<file path="src/rtl/hist_calc_if.sv">
// Bus bundle for hist_calc: start/busy/done control, ram_in read port, bin readout.
// HIST_PEAK_EN adds the peak_bin/peak_cnt outputs.
interface hist_calc_if #(
    parameter int TOTAL_PIXEL_BIT = 4,
    parameter int CNT_BIT         = 4
);
    logic                       start;
    logic                       busy;
    logic                       done;
    logic [TOTAL_PIXEL_BIT-1:0] rd_addr;
    logic [7:0]                 rd_data;
    logic [7:0]                 bin_addr;
    logic [CNT_BIT-1:0]         bin_data;
`ifdef HIST_PEAK_EN
    logic [7:0]                 peak_bin;
    logic [CNT_BIT-1:0]         peak_cnt;
`endif

    modport master (
        input  start, rd_data, bin_addr,
        output busy, done, rd_addr, bin_data
`ifdef HIST_PEAK_EN
        , output peak_bin, peak_cnt
`endif
    );

    modport slave (
        output start, rd_data, bin_addr,
        input  busy, done, rd_addr, bin_data
`ifdef HIST_PEAK_EN
        , input peak_bin, peak_cnt
`endif
    );
endinterface

</file>
<file path="src/rtl/hist_calc.sv">
// 256-bin intensity histogram over one ram_in frame per start; registered bin readout.
// Optional HIST_PEAK_EN tracks the first bin to reach the highest count.
module hist_calc #(
    parameter int W               = 2,
    parameter int H               = 5,
    parameter int TOTAL_PIXEL     = W*H,
    parameter int TOTAL_PIXEL_BIT = $clog2(W*H),
    parameter int CNT_BIT         = $clog2(W*H+1)
) (
    input  logic        clk,
    input  logic        rst_n,
    hist_calc_if.master bus
);
    localparam logic [TOTAL_PIXEL_BIT-1:0] LAST_ADDR = TOTAL_PIXEL_BIT'(TOTAL_PIXEL-1);

    typedef enum logic [2:0] {IDLE, CLEAR, SCAN, LAST, DONE} state_t;

    state_t                     state_q, state_d;
    logic [7:0]                 clr_idx;
    logic [TOTAL_PIXEL_BIT-1:0] rd_addr_q;
    logic                       pix_vld;
    logic [CNT_BIT-1:0]         bin_mem [256];
    logic [CNT_BIT-1:0]         acc_cnt;
    logic                       accept;

    assign accept   = (state_q == IDLE) && bus.start;
    assign acc_cnt  = bin_mem[bus.rd_data] + CNT_BIT'(1);
    assign bus.busy = (state_q == CLEAR) || (state_q == SCAN) || (state_q == LAST);
    assign bus.done = (state_q == DONE);
    assign bus.rd_addr = rd_addr_q;

    always_ff @(posedge clk or negedge rst_n) begin
        if (!rst_n) state_q <= IDLE;
        else        state_q <= state_d;
    end

    always_comb begin
        state_d = state_q;
        case (state_q)
            IDLE:    if (bus.start) state_d = CLEAR;
            CLEAR:   if (clr_idx == 8'hFF) state_d = SCAN;
            SCAN:    if (rd_addr_q == LAST_ADDR) state_d = LAST;
            LAST:    state_d = DONE;
            DONE:    state_d = IDLE;
            default: state_d = IDLE;
        endcase
    end

    // pix_vld flags the cycle in which rd_data returns the address issued one cycle earlier
    always_ff @(posedge clk or negedge rst_n) begin
        if (!rst_n) begin
            clr_idx   <= '0;
            rd_addr_q <= '0;
            pix_vld   <= 1'b0;
        end else begin
            pix_vld <= (state_q == SCAN);
            if (accept)                  clr_idx <= '0;
            else if (state_q == CLEAR)   clr_idx <= clr_idx + 8'd1;
            if (state_q == CLEAR && clr_idx == 8'hFF)
                rd_addr_q <= '0;
            else if (state_q == SCAN && rd_addr_q != LAST_ADDR)
                rd_addr_q <= rd_addr_q + TOTAL_PIXEL_BIT'(1);
        end
    end

    // Bin memory is deliberately unreset; CLEAR initialises it on every run
    always_ff @(posedge clk) begin
        if (state_q == CLEAR)
            bin_mem[clr_idx] <= '0;
        else if (pix_vld)
            bin_mem[bus.rd_data] <= acc_cnt;
    end

    always_ff @(posedge clk or negedge rst_n) begin
        if (!rst_n) bus.bin_data <= '0;
        else        bus.bin_data <= bin_mem[bus.bin_addr];
    end

`ifdef HIST_PEAK_EN
    // Strict compare: a later bin only wins by exceeding, so ties keep the earlier bin
    always_ff @(posedge clk or negedge rst_n) begin
        if (!rst_n) begin
            bus.peak_bin <= '0;
            bus.peak_cnt <= '0;
        end else if (accept) begin
            bus.peak_bin <= '0;
            bus.peak_cnt <= '0;
        end else if (pix_vld && acc_cnt > bus.peak_cnt) begin
            bus.peak_bin <= bus.rd_data;
            bus.peak_cnt <= acc_cnt;
        end
    end
`endif
endmodule
</file>
<file path="src/flat_wrapper.sv">
// flat-port wrapper written by rule: the top's interface ports become plain ports
module hist_calc_flat 
#(
    parameter int W               = 2,
    parameter int H               = 5,
    parameter int TOTAL_PIXEL     = W*H,
    parameter int TOTAL_PIXEL_BIT = $clog2(W*H),
    parameter int CNT_BIT         = $clog2(W*H+1)
)
  (clk, rst_n, bus_start, bus_rd_data, bus_bin_addr, bus_busy, bus_done, bus_rd_addr, bus_bin_data);
  hist_calc_if #(.TOTAL_PIXEL_BIT(TOTAL_PIXEL_BIT), .CNT_BIT(CNT_BIT)) bus_i ();
  input  logic clk;
  input  logic rst_n;
  input wire logic [$bits(bus_i.start)-1:0] bus_start;
  input wire logic [$bits(bus_i.rd_data)-1:0] bus_rd_data;
  input wire logic [$bits(bus_i.bin_addr)-1:0] bus_bin_addr;
  output wire logic [$bits(bus_i.busy)-1:0] bus_busy;
  output wire logic [$bits(bus_i.done)-1:0] bus_done;
  output wire logic [$bits(bus_i.rd_addr)-1:0] bus_rd_addr;
  output wire logic [$bits(bus_i.bin_data)-1:0] bus_bin_data;
  assign bus_i.start = bus_start;
  assign bus_i.rd_data = bus_rd_data;
  assign bus_i.bin_addr = bus_bin_addr;
  assign bus_busy = bus_i.busy;
  assign bus_done = bus_i.done;
  assign bus_rd_addr = bus_i.rd_addr;
  assign bus_bin_data = bus_i.bin_data;
  hist_calc #(.W(W), .H(H), .TOTAL_PIXEL(TOTAL_PIXEL), .TOTAL_PIXEL_BIT(TOTAL_PIXEL_BIT), .CNT_BIT(CNT_BIT)) u_core (.clk(clk), .rst_n(rst_n), .bus(bus_i));
endmodule
</file>
<file path="config.mk">
export PLATFORM = sky130hd
export DESIGN_NAME = hist_calc_flat
export DESIGN_NICKNAME = d
export VERILOG_FILES = /design/src/rtl/hist_calc_if.sv /design/src/rtl/hist_calc.sv /design/src/flat_wrapper.sv
export SDC_FILE = /design/constraint.sdc
export NUM_CORES = 1
export LEC_CHECK = 0
export BUFFER_PORTS_ARGS = -buffer_cell sky130_fd_sc_hd__buf_2
export CAP_MARGIN = 20
export CORE_AREA = 8 8 324 326
export CTS_BUF_LIST = sky130_fd_sc_hd__clkbuf_4 sky130_fd_sc_hd__clkbuf_8
export CTS_CLUSTER_DIAMETER = 80
export DETAILED_ROUTE_END_ITERATION = 10
export DIE_AREA = 0 0 332 334
export PLACE_DENSITY_LB_ADDON = 0.3
export SYNTH_ARGS = -nofsm -noshare
export SYNTH_HDL_FRONTEND = slang
export SYNTH_SLANG_ARGS = --single-unit
</file>
<file path="constraint.sdc">
create_clock -name clk -period 29.2 [get_ports clk]
set_input_delay 0 -clock clk [delete_from_list [all_inputs] [get_ports clk]]
set_output_delay 0 -clock clk [all_outputs]
set_load 0.01 [all_outputs]
</file>
==> impl_metrics.ini <==
[final_layout]
fin_nets = 2577
final_area_um2 = 54100
area_growth_pct = 9.36
fillers = 7484
layout-drive-gt1-share_pct = 36.9
utilization_pct = 54.3

[worst_setup_path]
path_cells = buf_8 > buf_4 > buf_4 > mux4_2 > o22ai_1 > a211oi_1 > nor3_1 > a31oi_1 > a311oi_2 > inv_1 > ha_1 > and3_4 > buf_4 > buf_16 > buf_4
required_ns = 29.70
path_delay_family = buffers and inverters
path_common_cell = buf_4
critPathLaunchType = primary input
cp.depth = 15
reg2reg_depth = 13
cp_num_buf_inv = 7
crit_slowest_cell = buf_4
critPathMaxFanout = 93
r2r-start = u_core.bin_mem[71][0]$_DFFE_PP_
endpoint = u_core.bin_mem[204][1]$_DFFE_PP_
rrSetupSlack_ns = 23.46
criticalPathCategory = in -> reg
worstPathArrival_ns = 6.95
max_stage_delay_ns = 0.87
crit_start = bus_rd_data[0]
r2r-end = u_core.bin_mem[204][1]$_DFFE_PP_
worstSetupEndpointType = flop

[clock_tree]
clockBufferDepth = 3
post_cts_buffers = 0
clock_latency_ns = 0.84
cts_tree = done
htree_num_levels = 4
cts_buffers = 164
cts.clk_slew.worst_paths_ns = 0.06
cts_root_buf = clkbuf_8
cts.sinks = 1044
cts.repair.resized = 0

[synthesis]
syn_inst = 2511
syn-num-nets = 2534
yosysMostFrequentCell = edfxtp_1
synth_edf_count = 1024
yosys.area.top_type = edfxtp_1
synth.area.top_cells = edfxtp_1, mux4_2, nor2_1, dfrtp_1, clkbuf_1
yosysSeqAreaShare_pct = 63.2
ys_types = 53
syn_area_um2 = 49500
yosys-top-cells-count = edfxtp_1, mux4_2, nor2_1
synth_top_area_share_pct = 62.2
yosys_warnings = 0
syn_area_per_cell_um2 = 19.7
yosys_register_bits = 1044
synth_ff_type = edfxtp_1
synthArstFlopShare_pct = 1.92

[sta]
skew_ns = 0.0366
timing_hold_violations_final = 0
tightest_slew_ns = 1.09
relSlewSlack_pct = 25.1
tns_ns = 0
clock.fmax_mhz = 155
min_period_ns = 6.45
worst_slack_ns = 22.75
setup-violations-final = 0
rsz0062_at_grt = no
min_period_over_period_pct = 22.1
final_max_slew_viol_count = 0

[floorplanning]
design.core.area_um2 = 99600
start_util_pct = 49.7
num_rows = 116
ios = 29
fp.dieW_um = 332
die_area_um2 = 111000
die_h_um = 334

[route]
wl_mm = 141
dr_total_vias = 28200
post_drt_wl_per_cell_um = 35.2
final_antenna_net_count = 0
drc_errors = 0
drt_iter0_drc = 3767
dr.pass1.iters = 5
vias_per_cell = 7.07

[power_and_ir_drop]
p_leak_nw = 18.0
p_total_w = 0.00323
irDropWorstVdd_uv = 44.7
p_per_area_nw_per_um2 = 59.8

[global_route]
grt_overflow = 0
grt.total_usage_pct = 25.1
grt_max_degree = 257
grt_first_pass_wirelength_mm = 203
antenna_found_initial = 8
grt_pass1_vias = 28800

[min_path]
hp-class = in -> reg

[job]
drv_cap = 0

[placed_design]
dpl_cell_area_um2 = 50700
dp_hpwl_mm = 87.6
port-buffer-count = 28
place_congestion = 0.887
pre_cts_slack_ns = 21.51

[status]
outcome = finished, final reports clean
[where the power goes]
| part | switching (W) | internal, W |
|---|---|---|
| Clock | 0.000582 | 0.000657 |
| Combinational | 0.000236 | 0.0000997 |
| Sequential | 0.0000156 | 0.00164 |
| Total | 0.000833 | 0.00240 |
[state kept, by name (all words and copies together), names as in the netlist]
name / count
u_core.bus.rd_addr: 4
u_core.state_q: 3
u_core.pix_vld: 1
u_core.bin_mem: 1024
u_core.clr_idx: 8
u_core.bus.bin_data: 4
[final cells by class]
cell class / instances / area [um^2] / area share (%)
Antenna cell: 6 / 15.0 / 0.0278
Clock buffer: 225 / 2760 / 5.10
Clock inverter: 70 / 465 / 0.860
Inverter: 8 / 30.0 / 0.0555
Multi-Input combinational cell: 1258 / 17300 / 32.0
Sequential cell: 1044 / 31300 / 57.8
Tap cell: 1298 / 1620 / 3.00
Timing Repair Buffer: 78 / 648 / 1.20
[per-stage QoR]
stage                     cells  hold slack, ns
after detailed placement   3678         -0.0228
after global placement     3678         -0.0375
after global routing       3982          0.0927
final                      3987          0.0987
after floorplan            2511          -0.296
after CTS                  3979          0.0250
[cells in the final DEF (no fill, tap or decap), types with 5 or more instances in the layout]
cell and instances:
nand3_1 8, a221oi_1 5, o21ai_0 21, nor3_1 13
nand2b_2 15, dlygate4sd3_1 6, clkinv_2 21, a21oi_1 43
bufinv_16 5, mux4_2 610, edfxtp_1 1024, clkbuf_8 171
or2_2 18, clkbuf_4 54, inv_1 5, nor4_1 5
o221ai_1 9, diode_2 6, o22ai_1 6, mux2_2 5
buf_4 42, mux2i_1 34, xor2_1 8, nand2_1 41
nor2_1 292, nand2b_1 9, dfrtp_1 20, clkinv_1 36
and2_1 5, a22oi_1 52, clkinvlp_4 6, buf_2 21
[timing repair]
action                     CTS  global route
hold buffers                 6             0
hold endpoints to repair    33             0
setup endpoints to repair    0             0
[layer usage]
metal	track usage, %	share of wire [%]
met5	0	0.0085
met3	7.71	12
met1	33.0	36
met2	38.8	47
met4	11.2	4.8
[kinds of logic (layout without fill, tap and decap cells)]
| logic type | after synthesis | in the layout | synth area share [%] |
|---|---|---|---|
| AO/OA/AOI/OAI | 158 | 158 | 2.15 |
| XOR/XNOR | 10 | 10 | 0.177 |
| adder cells (fa/ha/maj) | 4 | 4 | 0.101 |
| buffers and inverters | 209 | 381 | 2.00 |
| flip-flops | 1044 | 1044 | 63.2 |
| multiplexers | 649 | 649 | 28.6 |
| other | 0 | 6 | 0 |
| AND/OR/NAND/NOR | 437 | 437 | 3.82 |
[worst reg2reg max path: stages, from the launching register on]
cell      delay (ns)
edfxtp_1        0.42
mux4_2          0.48
mux4_2          0.52
nand2_1         0.18
o311ai_0        0.16
nor3_1          0.28
a31oi_1         0.16
a311oi_2        0.45
inv_1           0.17
ha_1            0.32
and3_4          0.55
buf_4           0.48
buf_16          0.33
buf_4           0.83
[worst min-delay path by stage]
stage,startpoint,to,slack (ns),depth (start not counted)
CTS,bus_rd_data[6],u_core.bin_mem[160][0]$_DFFE_PP_,0.02,5
floorplan,rst_n,u_core.bus.bin_data[0]$_DFF_PN0_,-0.30,0
detailed placement,rst_n,u_core.bus.rd_addr[2]$_DFFE_PN0P_,-0.02,1
global route,bus_bin_addr[6],u_core.bus.bin_data[0]$_DFF_PN0_,0.09,3
global placement,rst_n,u_core.bus.rd_addr[2]$_DFFE_PN0P_,-0.04,1
finish,bus_rd_data[6],u_core.bin_mem[160][0]$_DFFE_PP_,0.1,5
Note: power is estimated with default switching activity, not from simulation.
